**src/rtl/piezo_pkg.sv**
```systemverilog
// Shared definitions for the piezo note sequencer: note codes, base-octave
// frequency table, half-period helper and FSM state type.
package piezo_pkg;

    localparam logic [3:0] NOTE_REST = 4'd0;
    localparam logic [3:0] NOTE_C    = 4'd1;
    localparam logic [3:0] NOTE_CS   = 4'd2;
    localparam logic [3:0] NOTE_D    = 4'd3;
    localparam logic [3:0] NOTE_DS   = 4'd4;
    localparam logic [3:0] NOTE_E    = 4'd5;
    localparam logic [3:0] NOTE_F    = 4'd6;
    localparam logic [3:0] NOTE_FS   = 4'd7;
    localparam logic [3:0] NOTE_G    = 4'd8;
    localparam logic [3:0] NOTE_GS   = 4'd9;
    localparam logic [3:0] NOTE_A    = 4'd10;
    localparam logic [3:0] NOTE_AS   = 4'd11;
    localparam logic [3:0] NOTE_B    = 4'd12;

    // Octave 4 frequencies in Hz, indexed by note code
    localparam int unsigned NOTE_HZ [1:12] = '{262, 277, 294, 311, 330, 349,
                                               370, 392, 415, 440, 466, 494};

    typedef enum logic [1:0] {IDLE, LOAD, TONE, GAP} state_e;

    // Clocks per half cycle of the base-octave note; 0 marks a rest code
    function automatic int unsigned half_period(input int unsigned frq, input logic [3:0] code);
        if (code >= NOTE_C && code <= NOTE_B)
            return frq / (2 * NOTE_HZ[code]);
        return 0;
    endfunction

endpackage

```
**src/rtl/sync_fifo.sv**
```systemverilog
// Show-ahead synchronous FIFO with flush; pointers carry an extra MSB so that
// full and empty are distinguishable without a separate counter.
module sync_fifo #(
    parameter int unsigned WIDTH = 10,
    parameter int unsigned DEPTH = 8
) (
    input  logic                     clk,
    input  logic                     nrst,
    input  logic                     flush,
    input  logic                     push,
    input  logic                     pop,
    input  logic [WIDTH-1:0]         wr_data,
    output logic [WIDTH-1:0]         rd_data,
    output logic                     full,
    output logic                     empty,
    output logic [$clog2(DEPTH):0]   count
);

    localparam int AW = $clog2(DEPTH);

    logic [AW:0]      wr_q, wr_d, rd_q, rd_d;
    logic [WIDTH-1:0] mem_q [DEPTH];
    logic             do_push, do_pop;

    assign full    = (wr_q[AW] != rd_q[AW]) && (wr_q[AW-1:0] == rd_q[AW-1:0]);
    assign empty   = (wr_q == rd_q);
    assign count   = wr_q - rd_q;
    assign rd_data = mem_q[rd_q[AW-1:0]];

    // A push into a full FIFO is lost even when a pop frees a slot this cycle
    assign do_push = push && !full && !flush;
    assign do_pop  = pop && !empty && !flush;

    always_comb begin
        wr_d = wr_q + (AW+1)'(do_push);
        rd_d = rd_q + (AW+1)'(do_pop);
        if (flush) begin
            wr_d = '0;
            rd_d = '0;
        end
    end

    always_ff @(posedge clk) begin
        if (!nrst) begin
            wr_q <= '0;
            rd_q <= '0;
        end else begin
            wr_q <= wr_d;
            rd_q <= rd_d;
        end
    end

    always_ff @(posedge clk) begin
        if (do_push)
            mem_q[wr_q[AW-1:0]] <= wr_data;
    end

endmodule

```
**src/rtl/piezo_tone_seq.sv**
```systemverilog
// Queued piezo note sequencer: plays FIFO'd notes as square waves for a
// programmable number of ticks, each followed by a fixed silent gap.
module piezo_tone_seq
    import piezo_pkg::*;
#(
    parameter int unsigned FRQ     = 1_000_000,
    parameter int unsigned DEPTH   = 8,
    parameter int unsigned DUR_W   = 4,
    parameter int unsigned TICK_MS = 50,
    parameter int unsigned GAP_MS  = 10
) (
    input  logic             clk,
    input  logic             nrst,
    input  logic             note_valid,
    output logic             note_ready,
    input  logic [3:0]       note_code,
    input  logic [1:0]       note_oct,
    input  logic [DUR_W-1:0] note_dur,
    input  logic             flush,
    output logic             piezo_wire,
    output logic             busy,
    output logic [3:0]       cur_note
);

    localparam int unsigned TICK_CNT = FRQ / 1000 * TICK_MS;
    localparam int unsigned GAP_CNT  = FRQ / 1000 * GAP_MS;
    localparam int          TICK_W   = $clog2(TICK_CNT + 1);
    localparam int          GAP_W    = $clog2(GAP_CNT + 1);
    localparam int          HALF_W   = $clog2(half_period(FRQ, NOTE_C) + 1);
    localparam int          ENTRY_W  = 4 + 2 + DUR_W;
    localparam int          CNT_W    = $clog2(DEPTH) + 1;

    localparam logic [TICK_W-1:0] TICK_LAST = TICK_W'(TICK_CNT - 1);
    localparam logic [GAP_W-1:0]  GAP_LAST  = GAP_W'(GAP_CNT - 1);

    state_e              state_q, state_d;
    logic [TICK_W-1:0]   tick_q, tick_d;
    logic [DUR_W-1:0]    dur_q, dur_d;
    logic [GAP_W-1:0]    gap_q, gap_d;
    logic [HALF_W-1:0]   phase_q, phase_d;
    logic [HALF_W-1:0]   half_q, half_d;
    logic                rest_q, rest_d;
    logic [3:0]          code_q, code_d;
    logic                wire_q, wire_d;

    logic                pop;
    logic                fifo_full, fifo_empty;
    logic [CNT_W-1:0]    fifo_cnt;
    logic [ENTRY_W-1:0]  head;
    logic [3:0]          head_code;
    logic [1:0]          head_oct;
    logic [DUR_W-1:0]    head_dur;
    logic [HALF_W-1:0]   half_tab [16];

    // Constant half-period per code, folded at elaboration so no divider is built
    for (genvar k = 0; k < 16; k++) begin : g_half
        assign half_tab[k] = HALF_W'(half_period(FRQ, 4'(k)));
    end

    sync_fifo #(.WIDTH(ENTRY_W), .DEPTH(DEPTH)) u_fifo (
        .clk     (clk),
        .nrst    (nrst),
        .flush   (flush),
        .push    (note_valid),
        .pop     (pop),
        .wr_data ({note_code, note_oct, note_dur}),
        .rd_data (head),
        .full    (fifo_full),
        .empty   (fifo_empty),
        .count   (fifo_cnt)
    );

    assign head_code = head[ENTRY_W-1 -: 4];
    assign head_oct  = head[DUR_W+1 -: 2];
    assign head_dur  = head[DUR_W-1:0];

    always_comb begin
        state_d = state_q;
        tick_d  = tick_q;
        dur_d   = dur_q;
        gap_d   = gap_q;
        phase_d = phase_q;
        half_d  = half_q;
        rest_d  = rest_q;
        code_d  = code_q;
        wire_d  = wire_q;
        pop     = 1'b0;
        if (flush) begin
            state_d = IDLE;
            tick_d  = '0;
            dur_d   = '0;
            gap_d   = '0;
            phase_d = '0;
            wire_d  = 1'b0;
        end else begin
            case (state_q)
                IDLE: if (!fifo_empty) state_d = LOAD;
                LOAD: begin
                    pop    = 1'b1;
                    code_d = head_code;
                    if (head_dur == '0) begin
                        state_d = (fifo_cnt > CNT_W'(1)) ? LOAD : IDLE;
                    end else begin
                        half_d  = half_tab[head_code] >> head_oct;
                        rest_d  = (half_tab[head_code] == '0);
                        dur_d   = head_dur;
                        tick_d  = '0;
                        phase_d = '0;
                        wire_d  = 1'b0;
                        state_d = TONE;
                    end
                end
                TONE: begin
                    if (!rest_q) begin
                        if (phase_q == half_q - 1'b1) begin
                            phase_d = '0;
                            wire_d  = !wire_q;
                        end else begin
                            phase_d = phase_q + 1'b1;
                        end
                    end
                    // Each tick consumes one duration unit; the last one ends the note
                    if (tick_q == TICK_LAST) begin
                        tick_d = '0;
                        if (dur_q == DUR_W'(1)) begin
                            wire_d  = 1'b0;
                            gap_d   = '0;
                            state_d = GAP;
                        end else begin
                            dur_d = dur_q - 1'b1;
                        end
                    end else begin
                        tick_d = tick_q + 1'b1;
                    end
                end
                GAP: begin
                    if (gap_q == GAP_LAST) begin
                        gap_d   = '0;
                        state_d = fifo_empty ? IDLE : LOAD;
                    end else begin
                        gap_d = gap_q + 1'b1;
                    end
                end
                default: state_d = IDLE;
            endcase
        end
    end

    always_ff @(posedge clk) begin
        if (!nrst) begin
            state_q <= IDLE;
            tick_q  <= '0;
            dur_q   <= '0;
            gap_q   <= '0;
            phase_q <= '0;
            half_q  <= '0;
            rest_q  <= 1'b0;
            code_q  <= '0;
            wire_q  <= 1'b0;
        end else begin
            state_q <= state_d;
            tick_q  <= tick_d;
            dur_q   <= dur_d;
            gap_q   <= gap_d;
            phase_q <= phase_d;
            half_q  <= half_d;
            rest_q  <= rest_d;
            code_q  <= code_d;
            wire_q  <= wire_d;
        end
    end

    assign piezo_wire = wire_q;
    assign cur_note   = (state_q == TONE) ? code_q : 4'd0;
    assign busy       = (state_q != IDLE) || !fifo_empty;
    assign note_ready = !fifo_full;

endmodule

```
**config.mk**
```make
export PLATFORM = sky130hd
export DESIGN_NAME = piezo_tone_seq
export DESIGN_NICKNAME = d
export VERILOG_FILES = /design/src/rtl/piezo_pkg.sv /design/src/rtl/sync_fifo.sv /design/src/rtl/piezo_tone_seq.sv
export SDC_FILE = /design/constraint.sdc
export NUM_CORES = 1
export LEC_CHECK = 0
export ABC_AREA = 0
export BUFFER_PORTS_ARGS = -buffer_cell sky130_fd_sc_hd__buf_4
export CAP_MARGIN = 10
export CORE_MARGIN = 3
export CORE_UTILIZATION = 67
export CTS_CLUSTER_DIAMETER = 200
export CTS_CLUSTER_SIZE = 28
export DETAILED_ROUTE_END_ITERATION = 8
export PLACE_DENSITY = 0.85
export SLEW_MARGIN = 20
export SYNTH_ARGS = -nofsm -noshare
export SYNTH_HDL_FRONTEND = slang
export SYNTH_HIERARCHICAL = 1
export SYNTH_SLANG_ARGS = --single-unit
```
**constraint.sdc**
```tcl
create_clock -name clk -period 4.9 [get_ports clk]
set_input_delay 1.225 -clock clk [delete_from_list [all_inputs] [get_ports clk]]
set_output_delay 1.225 -clock clk [all_outputs]
set_load 0.1 [all_outputs]
```
# Yosys cells after proc, flatten, opt, wreduce, memory -nomap -nowiden

Memory sizes are Yosys's and may differ from the RTL's. A register that Yosys moved wholly into a read port is not among the register bits.
Cells that the tools add are included.

Memory bits (writable): 80
Input port bits: 14
Bits in read-only memories: 176
Logic and storage cells: 106
Bits in latches: 0
Output and inout bits: 7
Memories: 2
Flip-flop bits (word level): 72

Memories:

| memory          | depth | width | rd ports | clocked after Yosys merged registers in | write ports | line                  | RTL |
|---|---|---|---|---|---|---|---|
| (no name shown) | 16    | 11    | 1        | 0                                       | 0           | piezo_tone_seq.sv:105 | `rest_d = (half_tab[head_code] == '0);` |
| u_fifo.mem_q    | 8     | 10    | 1        | 1                                       | 1           | sync_fifo.sv:22       | `logic [WIDTH-1:0] mem_q [DEPTH];` |

$lt $le $gt $ge: 2
Reduce and logical (&&, ||, !) cells: 24
Divide/modulo/power cells: 0
Muxes and demuxes: 37
Equal/unequal tests: 17
$mul: 0
Shifts and indexed selects: 1
Add/sub/neg operators: 8
Bitwise operators: 4

Operators with widths:

| operator                                                              | count |
|---|---|
| 11-bit 2-to-1 mux                                                     | 5 |
| 14-bit 2-to-1 mux                                                     | 3 |
| 16-bit 2-to-1 mux                                                     | 2 |
| 16-bit one-hot mux with 2 select lines                                | 1 |
| 14-bit one-hot mux with 2 select lines                                | 1 |
| 11-bit one-hot mux with 2 select lines                                | 1 |
| 16-bit by 1-bit adder with 16-bit output (second input constant)      | 1 |
| 16-bit equality test (second input constant)                          | 1 |
| 4-bit 2-to-1 mux                                                      | 4 |
| 14-bit by 1-bit adder with 14-bit output (second input constant)      | 1 |
| 14-bit equality test (second input constant)                          | 1 |
| 2-bit != test (second input constant)                                 | 7 |
| 11-bit by 1-bit adder with 11-bit output (second input constant)      | 1 |
| 11-bit equality test                                                  | 1 |
| 11-bit zero test                                                      | 1 |
| 1-bit 2-to-1 mux                                                      | 11 |
| 11-bit by 2-bit right shift with 11-bit output                        | 1 |
| 11-bit by 1-bit subtractor with 11-bit output (second input constant) | 1 |
| 2-bit 2-to-1 mux                                                      | 5 |
| 3-bit AND reduction                                                   | 3 |
| 4-bit by 1-bit adder with 4-bit output                                | 2 |
| 2-bit one-hot mux with 4 select lines                                 | 1 |
| 4-bit one-hot mux with 2 select lines                                 | 1 |
| 4-bit AND reduction                                                   | 2 |
| other kinds (22)                                                      | 35 |

# Logic depth before layout (Yosys ltp)

Gate-level depths: netlist of run 1.

Word-level depth: 7
Depth in mapped cells: 14
Mapped depth without buffers: 12

# Modules after synthesis

The synthesis of run 1 kept the hierarchy.

Modules (own cells, without submodules):

| module         | times used | seq. area each (um^2) | area an instance (um^2) | cells each |
|---|---|---|---|---|
| piezo_tone_seq | 1          | 1281.2                | 3983.8                  | 502 |
| sync_fifo      | 1          | 2562.5                | 3535.9                  | 198 |

# Worst setup path after synthesis of run 1

OpenSTA, ideal clock, no wires.

Path type: register to output
From: register state_q[0]
To: output cur_note[0]
Arrival: 1.991 ns
Path buffers: 2
Required time: 3.675 ns
Slack: 1.684 ns
Cell stages (with the launch flop): 6
Path through: dfxtp_1 -> inv_1 -> ha_1 -> clkbuf_1 -> clkbuf_1 -> and2_1

Cells in the longest elaborated chain, start to end: 2

Ends and longest elaborated chain:

| item                   | line                  | RTL |
|---|---|---|
| start, declared        | piezo_tone_seq.sv:36  | `state_e state_q, state_d;` |
| start signal, assigned | piezo_tone_seq.sv:161 | `state_q <= state_d;` |
| 2-bit equality test    | piezo_tone_seq.sv:174 | `assign cur_note = (state_q == TONE) ? code_q : 4'd0;` |
| 4-bit 2-to-1 mux       | piezo_tone_seq.sv:174 |  |
| end, declared          | piezo_tone_seq.sv:22  | `output logic [3:0] cur_note` |

No other way between the ends.

# Worst setup path after layout of run 1

From: register u_fifo.rd_q[1]
To: output busy

Cells in the longest elaborated chain, start to end: 3

Ends and longest elaborated chain:

| item                   | line                  | RTL |
|---|---|---|
| start, declared        | sync_fifo.sv:21       | `logic [AW:0] wr_q, wr_d, rd_q, rd_d;` |
| start signal, assigned | sync_fifo.sv:49       | `rd_q <= rd_d;` |
| 4-bit equality test    | sync_fifo.sv:26       | `assign empty = (wr_q == rd_q);` |
| named net fifo_empty   | piezo_tone_seq.sv:47  | `logic fifo_full, fifo_empty;` |
| 1-bit zero test        | piezo_tone_seq.sv:175 | `assign busy = (state_q != IDLE) \|\| !fifo_empty;` |
| 1-bit logical OR       | piezo_tone_seq.sv:175 |  |
| end, declared          | piezo_tone_seq.sv:21  | `output logic busy,` |

The timed path passes the listed nets, and every way through them passes these cells.

==> run_results.csv, run 1 <==
group,metric,value,unit
outcome,outcome,"completed",
pwr,ir_drop,0.000370,V
detailed_routing,avgViaCountPerCell,6.16,
pwr,powerDensity,333,mW/mm^2
pwr,switching_power_as_a_share_of_total_power,22.1,%
job,maxCapViolCount,0,
final_layout,register_area,0.00384,sq mm
floorplanning,die_x,112,um
global_routing,groute.layer.met3.usage,5.54,%
pwr,comb_power_share,4.4,%
clock_network,cts-root-to-sink-buffers,2,
final_layout,multiInputGateArea,0.00344,sq mm
global_routing,grt_util_all_layers,26.0,%
floorplanning,io_pins,21,
pwr,netSwitchingPower,0.000617,W
detailed_routing,routed_wl,15300,um
place,dpl.cell_count,839,
clock_network,cell_chosen_for_the_clock_root,"sky130_fd_sc_hd__clkbuf_8",
timing,finalCriticalPeriod,3.96,ns
floorplanning,dieArea,0.0125,sq mm
synth,post_synth.cell_area_avg,10.8,sq um
worst_setup_path,rr_worst_depth,10,
detailed_routing,drt_pass1_iterations,5,
global_routing,grt_overflow_total,0,
synth,syn_area,0.00752,sq mm
detailed_routing,drc_errors,0,
timing,setup_tns_final,0,ns
clock_network,clk_latency,0.54,ns
final_layout,fin_cells,871,
pwr,post-layout-total-power,0.00280,W
timing,final_max_slew_viol_count,0,
clock_network,cts.htree.levels,4,
floorplanning,initial_utilization,69.0,%
final_layout,num_antenna_cells,0,
timing,transition_time_of_the_tightest_slew_check_pin,0.933,ns
floorplanning,floorplan.rows,38,
worst_setup_path,required,3.67,ns
global_routing,grt_max_degree,24,
timing,relSlewSlack,37.3,%
timing,final.period_utilization,80.7,%
global_routing,initial_antenna_violation_count,0,
timing,timing.fmax,253,MHz
clock_network,path_clk_slew,0.06,ns
final_layout,finalNetCount,755,
pwr,intPower,0.00218,W
worst_setup_path,worst-endpoint-arrival,2.73,ns
pwr,share_clk_of_total_power,47.2,%
pwr,static-leakage-power,2.94,nW
worst_setup_path,path_class,"flop to output pin",
min_path,worst_hold_startpoint,"tick_q[1]$_SDFFE_PP0P_",
global_routing,grt-busiest-layer,"met2",
floorplanning,design.core.area,0.0109,sq mm
synth,mappedNetlistNets,736,
clock_network,ctsResizeCount,0,
final_layout,area.growth.synth_to_final,11.8,%
synth,syn_inst,699,
place,hpwl,10300,um
timing,setup_viol,0,
worst_setup_path,reg2reg_from,"u_fifo/rd_q[0]$_SDFF_PP0_",
synth,yosys_warnings,6,
detailed_routing,num_vias,5366,
clock_network,tritoncts,"built",
detailed_routing,antenna_violating_nets_post_route,0,
final_layout,num-fill-cells,675,
timing,grt_setup_unrepaired,"no",
global_routing,met2_usage,44.0,%
worst_setup_path,critical_path.startpoint,"u_fifo/rd_q[1]$_SDFF_PP0_",
global_routing,first_global_vias,5263,
min_path,hp-class,"flop to flop",
final_layout,drive_gt1_share,13.7,%
clock_network,holdBufCountCts,0,
global_routing,use_met1,31.8,%
detailed_routing,detail_route.iter0.violations,411,
place,globalplace.congestion,0.922,
place,io_buffer_count,20,
clock_network,postCtsSetupBuffers,0,
global_routing,grt_first_pass_wirelength,25700,um
pwr,power.share.sequential,48.4,%
timing,finalHoldViolCount,0,
worst_setup_path,setup_crit_end_kind,"output pin",
worst_setup_path,crit_path_max_fanout,14,
floorplanning,die_height,112,um
worst_setup_path,setup.worst_path.start_class,"flop",
detailed_routing,drt-wirelength-per-cell,17.6,um
clock_network,clkSinkCount,152,
min_path,hold_path_depth,2,
timing,clock_skew,0.0124,ns
clock_network,cts_buf_count,17,
-- power by group through the flow --
stage | clock network (W) | logic (W) | registers, W
floorplan | 0 | 0.0000840 | 0.00138
global placement | 0 | 0.000115 | 0.00138
detailed placement | 0 | 0.000120 | 0.00138
CTS | 0.00135 | 0.000122 | 0.00135
global route | 0.00140 | 0.000137 | 0.00135
finish | 0.00132 | 0.000123 | 0.00135
-- flip-flops by register name (all words and copies together) (netlist names), named ones only --
signal / flops
state_q: 1
u_fifo/rd_q: 4
rest_q: 1
u_fifo/wr_q: 4
phase_q: 11
dur_q: 4
code_q: 4
gap_q: 14
piezo_wire: 1
tick_q: 16
half_q: 11
u_fifo/mem_q: 80
-- metal layers --
| metal | vias up | part of all wire [%] |
|---|---|---|
| met2 | 156 | 51 |
| met4 | 0 | 2.8 |
| met3 | 39 | 4.6 |
| li1 | 2583 | - |
| met1 | 2588 | 42 |
| met5 | - | 0 |
-- final cells by class --
| class | instances | area share [%] |
|---|---|---|
| clock buffer | 17 | 4.93 |
| clock inverter | 15 | 2.23 |
| inverter | 31 | 1.39 |
| multi-input combinational | 486 | 40.9 |
| sequential | 152 | 45.8 |
| tap | 140 | 2.09 |
| timing repair buffer | 30 | 2.68 |
-- cell usage in the layout, fill, tap and decap left out, types with 3 or more instances in the layout --
cell / instances
sky130_fd_sc_hd__or4_1: 4
sky130_fd_sc_hd__a21oi_1: 19
sky130_fd_sc_hd__a311oi_1: 4
sky130_fd_sc_hd__or3_1: 7
sky130_fd_sc_hd__nor3_1: 16
sky130_fd_sc_hd__inv_6: 6
sky130_fd_sc_hd__and3_1: 9
sky130_fd_sc_hd__clkinv_4: 3
sky130_fd_sc_hd__bufinv_16: 3
sky130_fd_sc_hd__and2_1: 9
sky130_fd_sc_hd__buf_4: 30
sky130_fd_sc_hd__a21boi_0: 7
sky130_fd_sc_hd__o22ai_1: 4
sky130_fd_sc_hd__clkbuf_16: 16
sky130_fd_sc_hd__nand2_1: 79
sky130_fd_sc_hd__nand4_1: 12
sky130_fd_sc_hd__dfxtp_1: 72
sky130_fd_sc_hd__nor2_1: 66
sky130_fd_sc_hd__xnor2_1: 27
sky130_fd_sc_hd__a31oi_1: 5
sky130_fd_sc_hd__o21ai_0: 21
sky130_fd_sc_hd__o211a_1: 4
sky130_fd_sc_hd__nor3b_1: 3
sky130_fd_sc_hd__nor2b_1: 12
sky130_fd_sc_hd__mux4_2: 21
sky130_fd_sc_hd__a211oi_1: 8
sky130_fd_sc_hd__mux2i_1: 11
sky130_fd_sc_hd__xor2_1: 22
sky130_fd_sc_hd__nand2b_1: 5
sky130_fd_sc_hd__inv_1: 30
sky130_fd_sc_hd__nor4_2: 4
sky130_fd_sc_hd__nand3_1: 21
sky130_fd_sc_hd__nor4_1: 7
sky130_fd_sc_hd__edfxtp_1: 80
sky130_fd_sc_hd__o211ai_1: 11
sky130_fd_sc_hd__ha_1: 22
sky130_fd_sc_hd__o21ai_1: 4
sky130_fd_sc_hd__and4_1: 3
-- path summary, 6_finish.rpt --
| check | end | slack, ns |
|---|---|---|
| setup / recovery | busy | 0.94 |
| hold / removal | tick_q[1]$_SDFFE_PP0P_ | 0.48 |
| setup reg to reg | rest_q$_SDFFE_PN0P_ | 1.30 |
| hold reg to reg | tick_q[1]$_SDFFE_PP0P_ | 0.48 |
-- stage by stage --
step / utilization (%) / cell area, sq um / setup WS, ns / hold WS, ns
2_1_floorplan: - / 7520 / 1.68 / 0.452
3_3_place_gp: 71.6 / 7790 / 1.55 / 0.464
3_5_place_dp: 71.6 / 7800 / 1.37 / 0.479
4_1_cts: 77.1 / 8400 / 0.924 / 0.488
5_1_grt: 77.1 / 8400 / 0.654 / 0.515
6_report: 77.1 / 8400 / 0.943 / 0.482
-- critical path, cell delays in order, from the launching register on --
cell	delay, ns
sky130_fd_sc_hd__dfxtp_1	0.67
sky130_fd_sc_hd__inv_1	0.35
sky130_fd_sc_hd__ha_1	0.41
sky130_fd_sc_hd__nand3_1	0.13
sky130_fd_sc_hd__nor2_1	0.23
sky130_fd_sc_hd__nand2_1	0.14
sky130_fd_sc_hd__buf_4	0.26
Power figures use the tool's default switching activity.
==> run 2, diff against run 1 <==
--- a/config.mk
+++ b/config.mk
@@ -9,11 +9,11 @@
 export BUFFER_PORTS_ARGS = -buffer_cell sky130_fd_sc_hd__buf_4
 export CAP_MARGIN = 10
 export CORE_MARGIN = 3
-export CORE_UTILIZATION = 67
+export CORE_UTILIZATION = 62
 export CTS_CLUSTER_DIAMETER = 200
 export CTS_CLUSTER_SIZE = 28
 export DETAILED_ROUTE_END_ITERATION = 8
-export PLACE_DENSITY = 0.85
+export PLACE_DENSITY = 0.79
 export SLEW_MARGIN = 20
 export SYNTH_ARGS = -nofsm -noshare
 export SYNTH_HDL_FRONTEND = slang
==> constraint.sdc (replaced) <==
create_clock -name clk -period 3.9 [get_ports clk]
set_input_delay 0.975 -clock clk [delete_from_list [all_inputs] [get_ports clk]]
set_output_delay 0.975 -clock clk [all_outputs]
set_load 0.1 [all_outputs]
==> run 2 against run 1 <==
Routed wire length is 2.9% lower. Largest power group unchanged. Non-clock buffer count is 7 higher. Global-route usage is 2.1 points lower. Critical path type is now flop to flop.
==> run_results.csv, run 2 (synthesis gave the netlist of run 1 again) <==
group,metric,value,unit
global_routing,grt_util_all_layers,23.9,%
min_path,hp-class,"flop to flop",
global_routing,grt_overflow_total,0,
place,hpwl,9950,um
clock_network,postCtsSetupBuffers,0,
timing,setup_tns_final,0,ns
pwr,share_clk_of_total_power,44.9,%
worst_setup_path,setup_crit_end_kind,"flop",
detailed_routing,avgViaCountPerCell,6.00,
final_layout,final_cell_mix,"sky130_fd_sc_hd__edfxtp_1 (80), sky130_fd_sc_hd__nand2_1 (79), sky130_fd_sc_hd__dfxtp_1 (71)",
global_routing,initial_antenna_violation_count,0,
clock_network,cts-root-to-sink-buffers,2,
worst_setup_path,crit_path_max_fanout,13,
clock_network,cts_buf_count,17,
final_layout,area.growth.synth_to_final,11.7,%
pwr,powerDensity,401,mW/mm^2
clock_network,cts.htree.levels,4,
place,io_buffer_count,20,
timing,finalHoldViolCount,0,
timing,relSlewSlack,39.2,%
timing,setup_viol,0,
detailed_routing,routed_wl,14900,um
final_layout,num-fill-cells,809,
global_routing,grt_max_degree,24,
clock_network,tritoncts,"built",
floorplanning,io_pins,21,
pwr,switching_power_as_a_share_of_total_power,23.3,%
detailed_routing,drt_pass1_iterations,5,
clock_network,path_clk_slew,0.07,ns
pwr,intPower,0.00258,W
worst_setup_path,critical_path.startpoint,"u_fifo/rd_q[2]$_SDFF_PP0_",
timing,final_max_slew_viol_count,0,
floorplanning,floorplan.rows,39,
clock_network,clkSinkCount,152,
final_layout,drive_gt1_share,14.5,%
pwr,static-leakage-power,2.94,nW
timing,final.period_utilization,86.3,%
worst_setup_path,required,4.26,ns
clock_network,clk_latency,0.42,ns
pwr,power.share.sequential,50.5,%
timing,clock_skew,0.00964,ns
timing,grt_setup_unrepaired,"no",
worst_setup_path,cp_cell_sequence,"buf_4 > mux4_2 > nand2_1 > nand2_1 > inv_1 > ha_1 > nand2b_1 > o21ai_0 > o21ai_0 > or4_1 > nor4_1 > a21oi_1 > nor2b_1",
final_layout,num_antenna_cells,0,
worst_setup_path,path_class,"flop to flop",
detailed_routing,drt-wirelength-per-cell,16.9,um
min_path,worst_hold_startpoint,"tick_q[1]$_SDFFE_PP0P_",
timing,finalHoldWorstSlack,0.479,ns
worst_setup_path,timing.critical_path.slowest_cell_delay,0.67,ns
detailed_routing,antenna_violating_nets_post_route,0,
timing,transition_time_of_the_tightest_slew_check_pin,0.903,ns
worst_setup_path,setup.worst_path.start_class,"flop",
timing,timing.fmax,297,MHz
clock_network,cell_chosen_for_the_clock_root,"sky130_fd_sc_hd__clkbuf_16",
global_routing,grt_first_pass_wirelength,24900,um
floorplanning,die_height,116,um
worst_setup_path,crit_slowest_cell,"sky130_fd_sc_hd__dfxtp_1",
worst_setup_path,reg2reg_from,"u_fifo/rd_q[2]$_SDFF_PP0_",
outcome,outcome,"completed",
floorplanning,dieArea,0.0135,sq mm
final_layout,max_ffs_per_register,80,
pwr,comb_power_share,4.6,%
pwr,netSwitchingPower,0.000784,W
job,maxCapViolCount,0,
detailed_routing,drc_errors,0,
final_layout,final_common_cell,"sky130_fd_sc_hd__edfxtp_1",
timing,finalCriticalPeriod,3.37,ns
final_layout,finalNetCount,762,
pwr,ir_drop,0.000595,V
global_routing,first_global_vias,5072,
floorplanning,initial_utilization,64.7,%
detailed_routing,detail_route.iter0.violations,391,
floorplanning,design.core.area,0.0116,sq mm
detailed_routing,num_vias,5286,
worst_setup_path,worst-endpoint-arrival,3.73,ns
place,globalplace.congestion,0.829,
floorplanning,die_x,116,um
-- run 2: cell types whose count changed in the layout (fill, tap and decap cells not counted), sizes merged --
cell,delta
clkinv,-1
clkbuf,+2
clkinvlp,+3
bufinv,-3
buf,+7
inv,-1
-- run 2: final timing paths --
path	cells after the start	slack, ns	end
max	13	0.53	rest_q$_SDFFE_PN0P_
min reg2reg	2	0.48	tick_q[1]$_SDFFE_PP0P_
max reg2reg	13	0.53	rest_q$_SDFFE_PN0P_
min	2	0.48	tick_q[1]$_SDFFE_PP0P_
-- run 2: metal layers --
layer,up-vias,track usage [%],part of all wire [%]
met5,-,0,0
met4,0,7.73,2.0
met3,28,5.60,3.9
met2,119,41.2,52
met1,2543,30.0,43
li1,2596,-,-
-- run 2: stage by stage --
| stage | total power (W) | utilization [%] | area, sq um | worst slack (ns) | std cells |
|---|---|---|---|---|---|
| floorplan | 0.00184 | - | 7520 | 0.934 | 699 |
| global placement | 0.00188 | 67.6 | 7850 | 0.514 | 849 |
| detailed placement | 0.00188 | 67.6 | 7850 | 0.392 | 849 |
| CTS | 0.00339 | 72.3 | 8390 | 0.330 | 881 |
| global route | 0.00348 | 72.3 | 8390 | 0.230 | 881 |
| finish | 0.00336 | 72.3 | 8390 | 0.533 | 881 |
-- run 2: power groups by stage --
stage	clock network [W]	registers, W	logic, W
after floorplan	0	0.00173	0.000105
after global routing	0.00161	0.00170	0.000173
after global placement	0	0.00173	0.000146
final	0.00151	0.00170	0.000155
after detailed placement	0	0.00173	0.000151
after CTS	0.00154	0.00170	0.000154
-- run 2: cell type report --
class | count | area [sq um] | area share, %
Sequential cell | 152 | 3840 | 45.8
Timing Repair Buffer | 37 | 278 | 3.31
Clock inverter | 13 | 111 | 1.33
Multi-Input combinational cell | 486 | 3430 | 40.9
Clock buffer | 19 | 433 | 5.16
Tap cell | 143 | 179 | 2.13
Inverter | 31 | 116 | 1.39
-- run 2: worst max-delay path: cells and delay by family, from the launching register on --
family | cells | cell delay, ns
compound gates | 3 | 0.40
flops | 1 | 0.67
mux | 1 | 0.19
buf+inv | 2 | 0.36
simple gates | 6 | 1.37
fa+ha+maj | 1 | 0.32
-- run 2: timing repair --
item,in CTS,in global routing
hold buffers,0,0
hold endpoints to repair,0,0
resized for setup,0,1
setup endpoints to repair,0,3
